--- config.mk ---
export PLATFORM = sky130hd
export DESIGN_NAME = load_store_unit_flat
export DESIGN_NICKNAME = d
export VERILOG_FILES = /design/src/rtl/lsu_pkg.sv /design/src/rtl/load_store_unit_if.sv /design/src/rtl/load_store_unit.sv /design/src/flat_wrapper.sv
export SDC_FILE = /design/constraint.sdc
export NUM_CORES = 1
export LEC_CHECK = 0
export CAP_MARGIN = 20
export CORE_MARGIN = 1.5
export CORE_UTILIZATION = 39
export DETAILED_ROUTE_END_ITERATION = 8
export PLACE_DENSITY_LB_ADDON = 0.1
export SETUP_SLACK_MARGIN = 0.1
export SLEW_MARGIN = 10
export SYNTH_ARGS = -nofsm -noshare
export SYNTH_HDL_FRONTEND = slang
export SYNTH_SLANG_ARGS = --single-unit
--- constraint.sdc ---
create_clock -name clk -period 1.7 [get_ports clk]
set_input_delay 0.34 -clock clk [delete_from_list [all_inputs] [get_ports clk]]
set_output_delay 0.34 -clock clk [all_outputs]
set_load 0.005 [all_outputs]
--- src/rtl/lsu_pkg.sv ---
// Shared definitions for the load/store unit: RV32I funct3 size/sign codes,
// the FSM state type, and the lane helpers used for byte enables, store
// data replication and load extension.
package lsu_pkg;

  localparam logic [2:0] F3_LB  = 3'b000;
  localparam logic [2:0] F3_LH  = 3'b001;
  localparam logic [2:0] F3_LW  = 3'b010;
  localparam logic [2:0] F3_LBU = 3'b100;
  localparam logic [2:0] F3_LHU = 3'b101;
  localparam logic [2:0] F3_SB  = 3'b000;
  localparam logic [2:0] F3_SH  = 3'b001;
  localparam logic [2:0] F3_SW  = 3'b010;

  typedef enum logic [1:0] {
    S_IDLE,
    S_REQ,
    S_WAIT,
    S_DONE
  } lsu_state_t;

  // funct3[1:0] selects the access size (00 byte, 01 half, 1x word), which
  // makes the unused codes 011/110/111 behave as word accesses.
  function automatic logic is_misaligned(input logic [2:0] f3, input logic [1:0] a);
    case (f3[1:0])
      2'b00:   return 1'b0;
      2'b01:   return a[0];
      default: return (a != 2'b00);
    endcase
  endfunction

  function automatic logic [3:0] mask_gen(input logic [2:0] f3, input logic [1:0] a);
    case (f3[1:0])
      2'b00:   return 4'b0001 << a;
      2'b01:   return a[1] ? 4'b1100 : 4'b0011;
      default: return 4'b1111;
    endcase
  endfunction

  function automatic logic [31:0] store_align(input logic [2:0] f3, input logic [31:0] sd);
    case (f3[1:0])
      2'b00:   return {4{sd[7:0]}};
      2'b01:   return {2{sd[15:0]}};
      default: return sd;
    endcase
  endfunction

  function automatic logic [31:0] load_extend(input logic [2:0] f3, input logic [1:0] a,
                                              input logic [31:0] word);
    logic [31:0] sh;
    logic [7:0]  b;
    logic [15:0] h;
    sh = word >> {a, 3'b000};
    b  = sh[7:0];
    h  = a[1] ? word[31:16] : word[15:0];
    case (f3[1:0])
      2'b00:   return f3[2] ? {24'h0, b} : {{24{b[7]}}, b};
      2'b01:   return f3[2] ? {16'h0, h} : {{16{h[15]}}, h};
      default: return word;
    endcase
  endfunction

endpackage

--- src/rtl/load_store_unit_if.sv ---
// Data-memory bus between the load/store unit (master) and the data memory
// (slave).
//   request  : memory request strobe          we_re    : 1 write, 0 read
//   load     : read strobe, valid follows     mask     : byte enables
//   address  : word address                   data_in  : lane-aligned write data
//   valid    : read data valid                data_out : read word
interface load_store_unit_if #(
  parameter int ADDR_W = 8
);
  logic              request;
  logic              we_re;
  logic              load;
  logic [3:0]        mask;
  logic [ADDR_W-1:0] address;
  logic [31:0]       data_in;
  logic              valid;
  logic [31:0]       data_out;

  modport master (
    output request, we_re, load, mask, address, data_in,
    input  valid, data_out
  );

  modport slave (
    input  request, we_re, load, mask, address, data_in,
    output valid, data_out
  );
endinterface

--- src/rtl/load_store_unit.sv ---
// Load/store unit: initiator side of the data-memory interface. Accepts one
// load or store from the MEM stage while idle, issues a single registered
// memory request, waits for valid on loads (bounded by TIMEOUT), and returns
// sign/zero-extended load data while stalling the pipeline.
// Ports:
//   clk, rst            : clock, synchronous active-high reset
//   op_valid, is_store  : operation present, store(1)/load(0)
//   funct3              : RV32I size/sign code
//   eff_addr            : byte address
//   store_data          : right-aligned store value
//   mem                 : data-memory bus (master modport)
//   stall               : pipeline hold while a transfer is outstanding
//   done                : one-cycle completion pulse
//   load_result         : extended load data, held until the next load
//   misaligned          : one-cycle pulse, operation rejected
//   timeout_err         : one-cycle pulse, load aborted
module load_store_unit
  import lsu_pkg::*;
#(
  parameter int ADDR_W  = 8,
  parameter int TIMEOUT = 15
) (
  input  logic                      clk,
  input  logic                      rst,
  input  logic                      op_valid,
  input  logic                      is_store,
  input  logic [2:0]                funct3,
  input  logic [31:0]               eff_addr,
  input  logic [31:0]               store_data,
  load_store_unit_if.master         mem,
  output logic                      stall,
  output logic                      done,
  output logic [31:0]               load_result,
  output logic                      misaligned,
  output logic                      timeout_err
);

  localparam int CNT_W = ($clog2(TIMEOUT + 1) > 4) ? $clog2(TIMEOUT + 1) : 4;

  lsu_state_t       state;
  logic             op_store;
  logic [2:0]       op_f3;
  logic [1:0]       op_lane;
  logic [CNT_W-1:0] cnt;
  logic [CNT_W-1:0] cnt_inc;

  logic unused_addr_hi;
  assign unused_addr_hi = ^eff_addr[31:ADDR_W+2];

  assign cnt_inc = cnt + CNT_W'(1);

  // Every output is registered, so each one is loaded on the edge that
  // enters the state it belongs to (e.g. request on IDLE->REQ, done on
  // entry to DONE) and cleared on the edge that leaves it.
  always_ff @(posedge clk) begin
    if (rst) begin
      state        <= S_IDLE;
      op_store     <= 1'b0;
      op_f3        <= '0;
      op_lane      <= '0;
      cnt          <= '0;
      mem.request  <= 1'b0;
      mem.we_re    <= 1'b0;
      mem.load     <= 1'b0;
      mem.mask     <= '0;
      mem.address  <= '0;
      mem.data_in  <= '0;
      stall        <= 1'b0;
      done         <= 1'b0;
      load_result  <= '0;
      misaligned   <= 1'b0;
      timeout_err  <= 1'b0;
    end else begin
      done        <= 1'b0;
      misaligned  <= 1'b0;
      timeout_err <= 1'b0;
      case (state)
        S_IDLE: begin
          if (op_valid) begin
            if (is_misaligned(funct3, eff_addr[1:0])) begin
              misaligned <= 1'b1;
            end else begin
              op_store    <= is_store;
              op_f3       <= funct3;
              op_lane     <= eff_addr[1:0];
              mem.request <= 1'b1;
              mem.we_re   <= is_store;
              mem.load    <= ~is_store;
              mem.mask    <= mask_gen(funct3, eff_addr[1:0]);
              mem.address <= eff_addr[ADDR_W+1:2];
              mem.data_in <= is_store ? store_align(funct3, store_data) : '0;
              stall       <= 1'b1;
              state       <= S_REQ;
            end
          end
        end
        S_REQ: begin
          mem.request <= 1'b0;
          mem.we_re   <= 1'b0;
          mem.load    <= 1'b0;
          cnt         <= '0;
          if (op_store) begin
            done  <= 1'b1;
            stall <= 1'b0;
            state <= S_DONE;
          end else begin
            state <= S_WAIT;
          end
        end
        S_WAIT: begin
          // valid takes priority over the timeout in the same cycle
          if (mem.valid) begin
            load_result <= load_extend(op_f3, op_lane, mem.data_out);
            done        <= 1'b1;
            stall       <= 1'b0;
            state       <= S_DONE;
          end else begin
            cnt <= cnt_inc;
            if (cnt_inc == CNT_W'(TIMEOUT)) begin
              timeout_err <= 1'b1;
              load_result <= '0;
              done        <= 1'b1;
              stall       <= 1'b0;
              state       <= S_DONE;
            end
          end
        end
        S_DONE: state <= S_IDLE;
        default: state <= S_IDLE;
      endcase
    end
  end

endmodule

--- src/flat_wrapper.sv ---
// flat-port wrapper written by rule: the top's interface ports become plain ports
module load_store_unit_flat import lsu_pkg::*;
#(
  parameter int ADDR_W  = 8,
  parameter int TIMEOUT = 15
)
  (clk, rst, op_valid, is_store, funct3, eff_addr, store_data, stall, done, load_result, misaligned, timeout_err, mem_request, mem_we_re, mem_load, mem_mask, mem_address, mem_data_in, mem_valid, mem_data_out);
  load_store_unit_if #(.ADDR_W(ADDR_W)) mem_i ();
  input  logic clk;
  input  logic rst;
  input  logic op_valid;
  input  logic is_store;
  input  logic [2:0] funct3;
  input  logic [31:0] eff_addr;
  input  logic [31:0] store_data;
  output logic stall;
  output logic done;
  output logic [31:0] load_result;
  output logic misaligned;
  output logic timeout_err;
  output wire logic [$bits(mem_i.request)-1:0] mem_request;
  output wire logic [$bits(mem_i.we_re)-1:0] mem_we_re;
  output wire logic [$bits(mem_i.load)-1:0] mem_load;
  output wire logic [$bits(mem_i.mask)-1:0] mem_mask;
  output wire logic [$bits(mem_i.address)-1:0] mem_address;
  output wire logic [$bits(mem_i.data_in)-1:0] mem_data_in;
  input wire logic [$bits(mem_i.valid)-1:0] mem_valid;
  input wire logic [$bits(mem_i.data_out)-1:0] mem_data_out;
  assign mem_request = mem_i.request;
  assign mem_we_re = mem_i.we_re;
  assign mem_load = mem_i.load;
  assign mem_mask = mem_i.mask;
  assign mem_address = mem_i.address;
  assign mem_data_in = mem_i.data_in;
  assign mem_i.valid = mem_valid;
  assign mem_i.data_out = mem_data_out;
  load_store_unit #(.ADDR_W(ADDR_W), .TIMEOUT(TIMEOUT)) u_core (.clk(clk), .rst(rst), .op_valid(op_valid), .is_store(is_store), .funct3(funct3), .eff_addr(eff_addr), .store_data(store_data), .mem(mem_i), .stall(stall), .done(done), .load_result(load_result), .misaligned(misaligned), .timeout_err(timeout_err));
endmodule
==> out/results.tsv <==
stage	metric	value	unit
status	outcome	complete, no violations	
cts	h-tree-depth	3	
synth	ys.flop_type	dfxtp_1	
placed_design	gp_congestion	0.8095	
hold_path	worstHoldEndpoint	u_core.cnt[0]	
synth	synthCells	510	
layout	n_antenna_cell	0	
synth	async_flop_share	0	
synth	synth_seq_area_share	0.4352	
cts	cts_root_buffer	clkbuf_8	
hold_path	holdCritPathClass	primary input to flip-flop	
timing	fin_skew	0.01050	ns
power	power.total	0.006935	W
cts	cts.clk_slew.worst_paths	0.09	ns
floorplan	ios	187	
layout	final_layout_size_suffix_gt1_frac	0.2675	
hold_path	hold_depth	3	
layout	syn2layout_area_growth	67.79	%
timing	maxSlewViolCount	0	
power	p_per_area	945.7	mW/mm2
timing	setup_viol	0	
setup_path	path_class	flip-flop to flip-flop	
drt	wl_per_cell	16.96	um
synth	synth_cell_type_count	40	
setup_path	critPathCaptureType	flip-flop	
timing	maxSlewHeadroom	0.7109	
global_route	grt_max_degree	40	
timing	worstMarginPinSlew	0.4337	ns
global_route	grt_pass1_vias	4348	
placed_design	place_ws	-0.4296	ns
floorplan	die-area	0.01185	mm2
power	comb_power_share	0.353	
drt	routed-via-count	4488	
floorplan	core	0.01089	mm2
setup_path	reg2regPathDepth	9	
synth	synth-edff-count	0	
cts	cts_tree	yes	
setup_path	path_max_fanout	8	
setup_path	reg2reg_from	u_core.cnt[0]	
synth	yosys-top-cells-count	dfxtp_1 (95), nand2_1 (84), a21oi_1 (59)	
synth	ys_top_cells_by_area	dfxtp_1 (44%), nand2_1 (7.2%), a21oi_1 (6.8%)	
synth	yosysTopAreaCell	dfxtp_1	
placed_design	port_buffers	164	
global_route	grt_pass1_wl	21700	um
drt	drtAntennaViolNets	0	
setup_path	worst_r2r_endpoint	u_core.load_result[21]	
timing	timing.final.crit_period	1.651	ns
drt	dr.pass1.iters	7	
flow_run	maxCapViolCount	0	
timing	hold_violations	0	
cts	ctsHoldBuffers	0	
timing	fmax	605.8	MHz
synth	syn-num-nets	621	
timing	fin_crit_sh	0.9711	
floorplan	die_x	108.9	um
synth	synth_top_area_frac	0.4352	
cts	cts_made_buffers	9	
hold_path	holdCritStartpoint	rst	
setup_path	start_kind	flip-flop	
power	peakVddDrop	0.0006484	V
power	cellInternalPower	0.004797	W
timing	setup_ws	0.04916	ns
synth	ys_seq_elements	95	
floorplan	start_util	0.4014	
setup_path	r2r_setup_slack	0.05	ns
global_route	antenna_found_initial	0	
drt	routed_wl	14480	um
synth	ys_warn_count	0	
timing	rsz0062_at_grt	yes	
power	clockPowerShare	0.268	
setup_path	crit_arrival	1.98	ns
power	seqPwrFrac	0.379	
power	switching_share	0.3082	
placed_design	place_hpwl	9819	um
power	p_switching	0.002138	W
drt	vias_per_cell	5.255	
cts	clkSinkCount	95	
global_route	overflow	0	
synth	syn_area	0.004370	mm2
cts	clk-insertion-delay-late	0.39	ns
layout	nets	820	
setup_path	worstPathRequired	2.03	ns
power	p_leak	3.224	nW
synth	syn_area_per_cell	8.569	um2
global_route	grt_use_total	0.2357	
drt	drt_iter0_markers	179	
drt	drc	0	
synth	synth.most_common_cell	dfxtp_1	
floorplan	fp.dieH	108.9	um
cts	clockBufferDepth	2	
floorplan	num_rows	38	
==> metrics by stage <==
step / instance area [um2] / cells / utilization / setup TNS (ns) / hold slack [ns]
finish: 7333 / 854 / 0.6735 / 0 / 0.3534
global route: 7333 / 854 / 0.6735 / -0.05253 / 0.3817
CTS: 6905 / 843 / 0.6342 / 0 / 0.3567
detailed placement: 6444 / 820 / 0.5918 / -16.80 / 0.4452
global placement: 6444 / 820 / 0.5918 / -14.62 / 0.4377
floorplan: 4398 / 510 / - / 0 / 0.4363
==> cells in the final DEF (no fill, tap or decap), types with 4 or more instances in the layout <==
| cell | instances |
|---|---|
| nand2_1 | 82 |
| clkdlybuf4s50_1 | 118 |
| mux2_2 | 24 |
| nand2b_1 | 23 |
| nor2b_1 | 6 |
| a21oi_1 | 52 |
| o2bb2ai_2 | 12 |
| a22o_1 | 16 |
| dlymetal6s2s_1 | 31 |
| a21boi_0 | 5 |
| nor2_1 | 18 |
| dfxtp_2 | 40 |
| inv_1 | 5 |
| buf_12 | 7 |
| a222oi_1 | 5 |
| a21oi_2 | 4 |
| ha_4 | 4 |
| mux2i_1 | 8 |
| dfxtp_1 | 53 |
| nand3_1 | 34 |
| dlygate4sd2_1 | 14 |
| buf_4 | 46 |
| clkbuf_8 | 10 |
| a21oi_4 | 4 |
| nor3_1 | 10 |
| o21ai_0 | 19 |
==> how the worst max path moves through the flow <==
stage | from | to | slack, ns | cells after the start
floorplan | u_core.state[0] | u_core.load_result[21] | 0.11 | 8
global placement | mem_data_out[31] | u_core.load_result[9] | -0.35 | 6
detailed placement | mem_data_out[31] | u_core.load_result[11] | -0.43 | 6
CTS | u_core.cnt[1] | u_core.load_result[18] | 0.04 | 8
global route | u_core.cnt[0] | u_core.load_result[18] | -0.02 | 9
finish | u_core.cnt[0] | u_core.load_result[21] | 0.05 | 9
==> timing repair <==
item	CTS	global route
resized for setup	50	99
gates cloned	3	2
endpoints found under the setup margin	56	143
pin swaps	20	9
setup buffers	4	9
==> kinds of logic after synthesis <==
group | Yosys count | synth area share
buffers and inverters | 45 | 0.04409
muxes | 34 | 0.08474
AOI/OAI and AO/OA | 143 | 0.2196
adders and majority gates | 7 | 0.02004
DFF | 95 | 0.4352
and+or+nand+nor | 186 | 0.1964
==> power by group through the flow <==
| stage | Clock [W] | Sequential (W) | Combinational [W] |
|---|---|---|---|
| after floorplan | 0 | 0.00264 | 0.00104 |
| after global placement | 0 | 0.00263 | 0.00203 |
| after detailed placement | 0 | 0.00264 | 0.00207 |
| after CTS | 0.00186 | 0.00260 | 0.00219 |
| after global routing | 0.00197 | 0.00265 | 0.00265 |
| final | 0.00186 | 0.00263 | 0.00245 |
==> routing by layer <==
layer,up-vias,global-route usage,part of all wire
met5,-,0,0
met4,0,0.08271,0.013
met3,14,0.07412,0.083
met2,164,0.4063,0.49
met1,2106,0.2742,0.41
li1,2204,-,-
==> worst max-delay path, cell delays in order (launching register included) <==
cell     delay, ns
dfxtp_4       0.39
inv_4         0.04
ha_4          0.15
nor3b_4       0.15
a21oi_2       0.19
o21ai_4       0.09
a21oi_4       0.16
buf_6         0.16
buf_16        0.14
a22o_1        0.12
==> registers in the layout, summed over array words and instances (netlist names) <==
| register | cells |
|---|---|
| u_core.op_lane | 2 |
| u_core.mem.data_in | 32 |
| u_core.op_store | 1 |
| u_core.mem.address | 8 |
| u_core.cnt | 4 |
| u_core.timeout_err | 1 |
| u_core.done | 1 |
| u_core.mem.we_re | 1 |
| u_core.mem.mask | 4 |
| u_core.mem.request | 1 |
| u_core.load_result | 32 |
| u_core.state | 2 |
| u_core.mem.load | 1 |
| u_core.op_f3 | 3 |
| u_core.stall | 1 |
| u_core.misaligned | 1 |
==> layout make-up <==
| type | instances | area, um2 |
|---|---|---|
| Tap cell | 140 | 175.2 |
| Sequential cell | 95 | 1959 |
| Fill cell | 887 | 3555 |
| Multi-Input combinational cell | 370 | 2566 |
| Timing Repair Buffer | 225 | 2352 |
| Clock inverter | 6 | 107.6 |
| Clock buffer | 10 | 137.6 |
| Inverter | 8 | 35.03 |
Power figures use the tool's default switching activity.
